## src/rtl/vga_timing_controller.sv

```systemverilog
// VGA raster sequencer: pixel-rate tick, h/v counters, sync/blank decodes and line/frame strobes.
// Optional: define VGA_FRAME_COUNT_EN to add a 16-bit frame_count output.
module vga_timing_controller #(
  parameter int CLK_DIV  = 2,
  parameter int H_ACTIVE = 640,
  parameter int H_FP     = 16,
  parameter int H_SYNC   = 96,
  parameter int H_BP     = 48,
  parameter int V_ACTIVE = 480,
  parameter int V_FP     = 10,
  parameter int V_SYNC   = 2,
  parameter int V_BP     = 33,
  parameter bit SYNC_POL = 1'b0
) (
  input  logic        clk,
  input  logic        rst_n,
  input  logic        enable,
  output logic        pix_tick,
  output logic [15:0] h_count,
  output logic [15:0] v_count,
  output logic        hsync,
  output logic        vsync,
  output logic        video_on,
  output logic        line_end,
  output logic        frame_start
`ifdef VGA_FRAME_COUNT_EN
  ,
  output logic [15:0] frame_count
`endif
);

  localparam int DIV_W = (CLK_DIV > 1) ? $clog2(CLK_DIV) : 1;
  localparam logic [DIV_W-1:0] DIV_MAX = DIV_W'(CLK_DIV - 1);

  localparam logic [15:0] H_ACT_LAST  = 16'(H_ACTIVE - 1);
  localparam logic [15:0] H_FP_LAST   = 16'(H_ACTIVE + H_FP - 1);
  localparam logic [15:0] H_SYNC_LAST = 16'(H_ACTIVE + H_FP + H_SYNC - 1);
  localparam logic [15:0] H_LAST      = 16'(H_ACTIVE + H_FP + H_SYNC + H_BP - 1);

  localparam logic [15:0] V_ACT       = 16'(V_ACTIVE);
  localparam logic [15:0] V_SYNC_LO   = 16'(V_ACTIVE + V_FP);
  localparam logic [15:0] V_SYNC_HI   = 16'(V_ACTIVE + V_FP + V_SYNC);
  localparam logic [15:0] V_LAST      = 16'(V_ACTIVE + V_FP + V_SYNC + V_BP - 1);

  typedef enum logic [1:0] {H_ACT, H_FRONT, H_SYNC_ST, H_BACK} h_state_t;

  h_state_t         h_state, h_state_next;
  logic [DIV_W-1:0] div_cnt;
  logic             advance, h_wrap, v_wrap;
  logic [15:0]      h_next, v_next;

  // Next-count view: the registered decodes below are computed from these so
  // they line up with the counts presented in the same cycle.
  // NOTE: every signal written here gets a default first, so no latch is inferred.
  always_comb begin
    advance      = enable && (div_cnt == DIV_MAX);
    h_wrap       = advance && (h_count == H_LAST);
    v_wrap       = h_wrap && (v_count == V_LAST);
    h_next       = h_count;
    v_next       = v_count;
    h_state_next = h_state;

    if (advance) begin
      h_next = h_wrap ? 16'd0 : h_count + 16'd1;
      unique case (h_state)
        H_ACT:     if (h_count == H_ACT_LAST)  h_state_next = H_FRONT;
        H_FRONT:   if (h_count == H_FP_LAST)   h_state_next = H_SYNC_ST;
        H_SYNC_ST: if (h_count == H_SYNC_LAST) h_state_next = H_BACK;
        H_BACK:    if (h_wrap)                 h_state_next = H_ACT;
      endcase
    end

    if (h_wrap) begin
      v_next = v_wrap ? 16'd0 : v_count + 16'd1;
    end
  end

  // NOTE: sequential state uses non-blocking assignments so every register samples pre-edge values.
  always_ff @(posedge clk) begin
    if (!rst_n) begin
      div_cnt     <= '0;
      h_state     <= H_ACT;
      h_count     <= 16'd0;
      v_count     <= 16'd0;
      pix_tick    <= 1'b0;
      line_end    <= 1'b0;
      frame_start <= 1'b0;
      video_on    <= 1'b0;
      hsync       <= ~SYNC_POL;
      vsync       <= ~SYNC_POL;
`ifdef VGA_FRAME_COUNT_EN
      frame_count <= 16'd0;
`endif
    end else begin
      div_cnt     <= (advance || !enable) ? '0 : div_cnt + DIV_W'(1);
      h_state     <= h_state_next;
      h_count     <= h_next;
      v_count     <= v_next;
      pix_tick    <= advance;
      line_end    <= h_wrap;
      frame_start <= v_wrap;
      // Sync levels follow the held position while disabled; only video_on drops.
      video_on    <= enable && (h_state_next == H_ACT) && (v_next < V_ACT);
      hsync       <= (h_state_next == H_SYNC_ST) ? SYNC_POL : ~SYNC_POL;
      vsync       <= ((v_next >= V_SYNC_LO) && (v_next < V_SYNC_HI)) ? SYNC_POL : ~SYNC_POL;
`ifdef VGA_FRAME_COUNT_EN
      if (frame_start) frame_count <= frame_count + 16'd1;
`endif
    end
  end

endmodule

```

## config.mk

```make
export PLATFORM = sky130hd
export DESIGN_NAME = vga_timing_controller
export DESIGN_NICKNAME = d
export VERILOG_FILES = /design/src/rtl/vga_timing_controller.sv
export SDC_FILE = /design/constraint.sdc
export NUM_CORES = 1
export LEC_CHECK = 0
export CAP_MARGIN = 20
export CORE_UTILIZATION = 44
export CTS_BUF_LIST = sky130_fd_sc_hd__clkbuf_16
export DETAILED_ROUTE_END_ITERATION = 8
export GPL_TIMING_DRIVEN = 1
export HOLD_SLACK_MARGIN = 0.08
export PLACE_DENSITY_LB_ADDON = 0.05
export SYNTH_ARGS = -nofsm -noshare
export SYNTH_HDL_FRONTEND = slang
export SYNTH_SLANG_ARGS = --single-unit
```

## constraint.sdc

```tcl
create_clock -name clk -period 1.99 [get_ports clk]
set_clock_uncertainty 0.05 [all_clocks]
set_input_delay 0.398 -clock clk [delete_from_list [all_inputs] [get_ports clk]]
set_output_delay 0.398 -clock clk [all_outputs]
set_load 0.05 [all_outputs]
```

; Word-level counts from Yosys, hierarchy flattened
; Cells that the tools add are included.
; W data, S select, Z words.
[totals]
inputBits = 3
elab_cells = 48
ff_bits = 41
output_inout_bits = 38
[op_classes]
n_eq_ne = 9
n_lt_le_gt_ge = 3
addsub = 3
reduce_logical = 11
bitwise_logic = 1
mux = 11
[op_table]
columns = op, count
row1 = $eq A16 B10 Y1 const B, 5
row2 = $mux W16, 3
row3 = $add A16 B1 Y16 const B, 2
row4 = $lt A16 B9 Y1 const B, 2
row5 = $ge A16 B9 Y1 const B, 1
row6 = $mux W2, 5
row7 = $pmux W2 S4, 1
row8 = $eq A2 B2 Y1 const B, 3
row9 = $logic_and A1 B1 Y1, 6
row10 = $logic_not A2 Y1, 2
row11 = $eq A2 B1 Y1 const B, 1
row12 = $mux W1, 2
row13 = $reduce_or A2 Y1, 1
row14 = $add A1 B1 Y1 const B, 1
row15 = $logic_not A1 Y1, 1
row16 = $logic_or A1 B1 Y1, 1
row17 = $not A1 Y1, 1

; Logic depth before layout (Yosys ltp)
; Gate-level depths: netlist (run 1).
[depth]
word_depth = 8
ltp_mapped = 9
depth_no_buf = 8

; Worst setup path after synthesis (run 1)
; Ideal clock, no wire load.
[synth_path]
path_type = register to register
startpoint = register v_count[1]
endpoint = register video_on
required_time_ns = 1.816
path_stages_with_launch = 8
synth_period_minus_slack_ns = 2.604
t_arrival_ns = 2.430
n_path_buf = 0
setup_time_ns = 0.124
slack_ns = -0.614
path_cell_list = dfxtp_1 -> ha_1 -> nand3_1 -> or2_2 -> o41ai_1 -> nand4_1 -> nor4b_4 -> nor4b_2
[synth_via]
elab_chain_len = 6
word_cells_on_any_way = 7
classes_between = add/sub: 1 / order compare: 1 / eq/ne: 1 / mux: 2 / reduce/logical: 2
[synth_lines]
columns = element, line
row1 = start: declaration, 20  ; output logic [15:0] v_count,
row2 = start signal: assignment, 98  ; v_count <= v_next;
row3 = "parallel branches: the longest is 3 deep, another holds $add A16 B1 Y16", --
row4 = $mux W16 (*), 73  ; if (h_wrap) begin
row5 = $lt A16 B9 Y1 (*), 103  ; video_on <= enable && (h_state_next == H_ACT) && (v_next < V_ACT);
row6 = $logic_and A1 B1 Y1 (*), 103
row7 = end signal: assignment, 103
row8 = end: declaration, 23  ; output logic video_on,
; Mark *: on every way between the ends.
; A chain may end at the register's enable or synchronous reset.

; Worst setup path after layout (run 1)
[layout_path]
startpoint = register h_count[14]
endpoint = register video_on
[layout_via]
elab_chain_len = 8
word_cells_on_any_way = 18
classes_between = order compare: 1 / eq/ne: 4 / mux: 8 / reduce/logical: 5
[layout_lines]
columns = element, line
row1 = start: declaration, 19  ; output logic [15:0] h_count,
row2 = start signal: assignment, 97  ; h_count <= h_next;
row3 = "parallel branches: the longest is 7 deep, another holds $lt A16 B9 Y1", --
row4 = $logic_and A1 B1 Y1 (*), 103
; Marked as above.

==> results.txt, run 1 <==
Status = complete, but fails checks
Failing checks = setup timing
Final Util = 78.0%
Proportion of synthesized area in mux cells = 0.867%
Hold Crit Class = flip-flop to flip-flop
Slew headroom = 66.6%
Drt drc = 0
Synthesis Warnings = 0
Hold path depth = 2
Clock transition at path regs = 0.06 ns
CP bufs+invs = 2
Die area = 0.00554 mm^2
Congestion Overflow GR = 0
Max-cap violations = 0
Critical Path, Cell by Cell = nor4_4 -> buf_4 -> nand4bb_4 -> buf_6 -> or3_4 -> xor2_4 -> nand4_1 -> nor4b_2
Num CTS Buffers = 5
Minimum clock period = 2.15 ns
Synth Area in Compound Gates = 12.1%
GRT Overall Usage = 27.0%
DP Area = 0.00341 mm^2
Area share of and/or/nand/nor cells after synthesis = 37.9%
Synth Area per Inst = 8.22 um^2
Power per Cell Area = 453 mW/mm^2
DRT iter0 DRCs = 87
Post-Syn Nets = 287
Post-synthesis cell area = 0.00231 mm^2
Synth Register Bits = 41
Filler cells = 374
Worst reg2reg path startpoint = h_count[14]
First-pass iteration count of the detailed router = 4
Core area = 0.00488 mm^2
Hold path endpoint = h_state[1]
Clk Latency, worst-skew pair = 0.28 ns
Antenna violations before repair = 0
Die height = 74.4 um
Mapped Cells = 281
Most used DFF post-synth = dfxtp_1
RD Place Congestion = 0.862
Fraction of layout cells with a size suffix above 1 = 47.3%
First-pass GRT wire length = 11,300 um
Area growth syn-to-layout = 64.9%
Worst setup margin = -0.162 ns
CTS tree = done
Width of the die = 74.4 um
Total power = 1.72 mW
# H-tree levels = 2
Max incr delay on CP = 0.37 ns
Cell with the most instances after synthesis = dfxtp_1
Worst Max-Slew Pin Slew = 0.500 ns
Routed WL per cell = 15.1 um
Ranking of synthesized cells by area = dfxtp_1, nor2_1, xnor2_1
Seq. cell area = 881 um^2
Synth top cells by count = dfxtp_1, nor2_1, nand2_1
Clock buffer depth = 2
Seq/Total Area, Yosys = 35.6%
Routed Antenna Nets = 0
Max Fclk = 0.465 GHz
Vias per inst = 5.35
Worst R2R Path Depth = 8
Hold Path Origin = h_state[1]
Row cnt = 25
Final instance area = 0.00381 mm^2
Largest net degree at the start of global routing = 13
WHS = 0.562 ns
Clock Tree Root = clkbuf_16
Fin. Hold Viols = 0
Final period util = 108%
Main combinational cell family by area after synthesis = simple AND/OR/NAND/NOR gates
Nets = 409
Async SR Flop Fraction = 0%
Post-synth EDFFs = 0
I/O Buffers = 40
Peak VDD IR = 337 uV
# diodes = 0
DRT Wirelength = 7100 um
Critical setup path kind = flip-flop to flip-flop
Synth Area in Adders = 1.63%
Required @ worst endpoint = 2.13 ns
Total number of vias = 2,521
Clock Sinks = 41
Pins Over Slew Limit = 0
CP top delay family = simple AND/OR/NAND/NOR gates
Synth area leader = dfxtp_1
Initial Util = 47.3%
I/O pins = 41
RSZ-0062 raised after global routing = true
CP Capture Type = flip-flop
Final setup vio count = 6
Critical path startpoint category = flip-flop
FF-to-FF setup slack = -0.16 ns
Critical path arrival = 2.30 ns
Netlist cell types = 54
Slowest CP cell = or3_4
Post-DP HPWL = 5250 um
Leak = 1.56 nW
Area of the multi-input gates = 0.00165 mm^2
CP Max Fanout = 5
Post-Synth XOR/XNOR Area = 7.97%
Vias in the first global route = 2,453
R2R Path End = video_on
Synth top area share = 35.6%
==> what timing repair did <==
action                                  in CTS  in global routing
gates resized for setup                     19                 18
setup buffers                                3                  1
hold buffers                                 0                  0
endpoints found under the setup margin      28                 20
pin swaps                                    6                  6
cloned                                       1                  0
==> sequential cells by signal, summed over array words and instances, names as in the netlist <==
| signal | cells |
|---|---|
| h_count | 16 |
| v_count | 16 |
| h_state | 2 |
| div_cnt | 1 |
| frame_start | 1 |
| hsync | 1 |
| line_end | 1 |
| pix_tick | 1 |
| video_on | 1 |
| vsync | 1 |
==> cells by family (layout without fill, tap and decap cells) <==
group                    Yosys count  after routing
buffers and inverters             20            143
flip-flops                        41             41
AO/OA/AOI/OAI                     40             40
adder cells (fa/ha/maj)            3              3
multiplexers                       2              2
XOR/XNOR                          21             21
AND/OR/NAND/NOR                  154            154
==> how the worst max path moves through the flow <==
stage                 from        to  slack (ns)  cells past startpoint
2_1_floorplan   v_count[4]  video_on       -0.22                      7
3_3_place_gp        enable     vsync       -0.46                      8
3_5_place_dp        enable     vsync       -0.59                      8
4_1_cts        h_count[14]     vsync       -0.15                      8
5_1_grt        h_count[14]     vsync       -0.29                      8
6_report       h_count[14]  video_on       -0.16                      8
==> power breakdown <==
group | total [mW] | internal, mW | switching [mW]
Combinational | 0.0613 | 0.0271 | 0.0342
Clock | 0.852 | 0.532 | 0.320
Sequential | 0.811 | 0.809 | 0.00240
==> layer usage <==
layer	routed length [um]	GRT usage (%)	vias to the layer above
met5	0	0	-
met4	117	11.9	0
met3	282	5.28	11
met2	3560	46.6	65
met1	3140	32.4	1189
li1	-	-	1256
==> worst register-to-register path: stages (launching register included) <==
cell and delay [ns]:
dfxtp_2 0.33, nor4_4 0.26, buf_4 0.18, nand4bb_4 0.13, buf_6 0.18, or3_4 0.37
xor2_4 0.18, nand4_1 0.14, nor4b_2 0.24
==> layout by cell type, fill, tap and decap left out, types with 3 or more instances in the layout <==
cell type,instances
buf_4,112
nor2_1,34
nand2_1,26
dfxtp_1,17
xnor2_1,13
dfxtp_4,12
dfxtp_2,12
nand4_1,11
and2_1,10
nand3_1,10
inv_1,9
a21oi_1,9
nor3_1,8
xor2_1,7
nor2b_1,7
clkdlybuf4s50_1,7
clkbuf_16,6
and3_1,5
buf_6,5
o21ai_0,4
nor4_4,4
or3_1,3
nand2_2,3
or2_2,3
or4_4,3
o41ai_4,3
o31a_1,3
o21ai_1,3
==> per-stage QoR <==
| stage | std cells | worst slack, ns | TNS, ns |
|---|---|---|---|
| 2_1_floorplan | 281 | -0.225 | -0.449 |
| 3_3_place_gp | 458 | -0.459 | -10.35 |
| 3_5_place_dp | 458 | -0.586 | -11.05 |
| 4_1_cts | 470 | -0.152 | -0.659 |
| 5_1_grt | 471 | -0.286 | -1.65 |
| 6_report | 471 | -0.162 | -0.563 |
==> area by class of cell <==
| cell class | count | share of cell area [%] |
|---|---|---|
| Timing Repair Buffer | 127 | 26.3 |
| Sequential cell | 41 | 23.1 |
| Clock inverter | 2 | 0.197 |
| Inverter | 8 | 0.789 |
| Tap cell | 67 | 2.20 |
| Multi-Input combinational cell | 220 | 43.4 |
| Clock buffer | 6 | 3.94 |
No activity file was read; power rests on OpenSTA's default activity.
==> run 2: changes to the inputs <==
- ABC_CLOCK_PERIOD_IN_PS: unset -> 1990
==> results of run 2 <==
The final DEF is identical to that of run 1; final timing and power are the same.
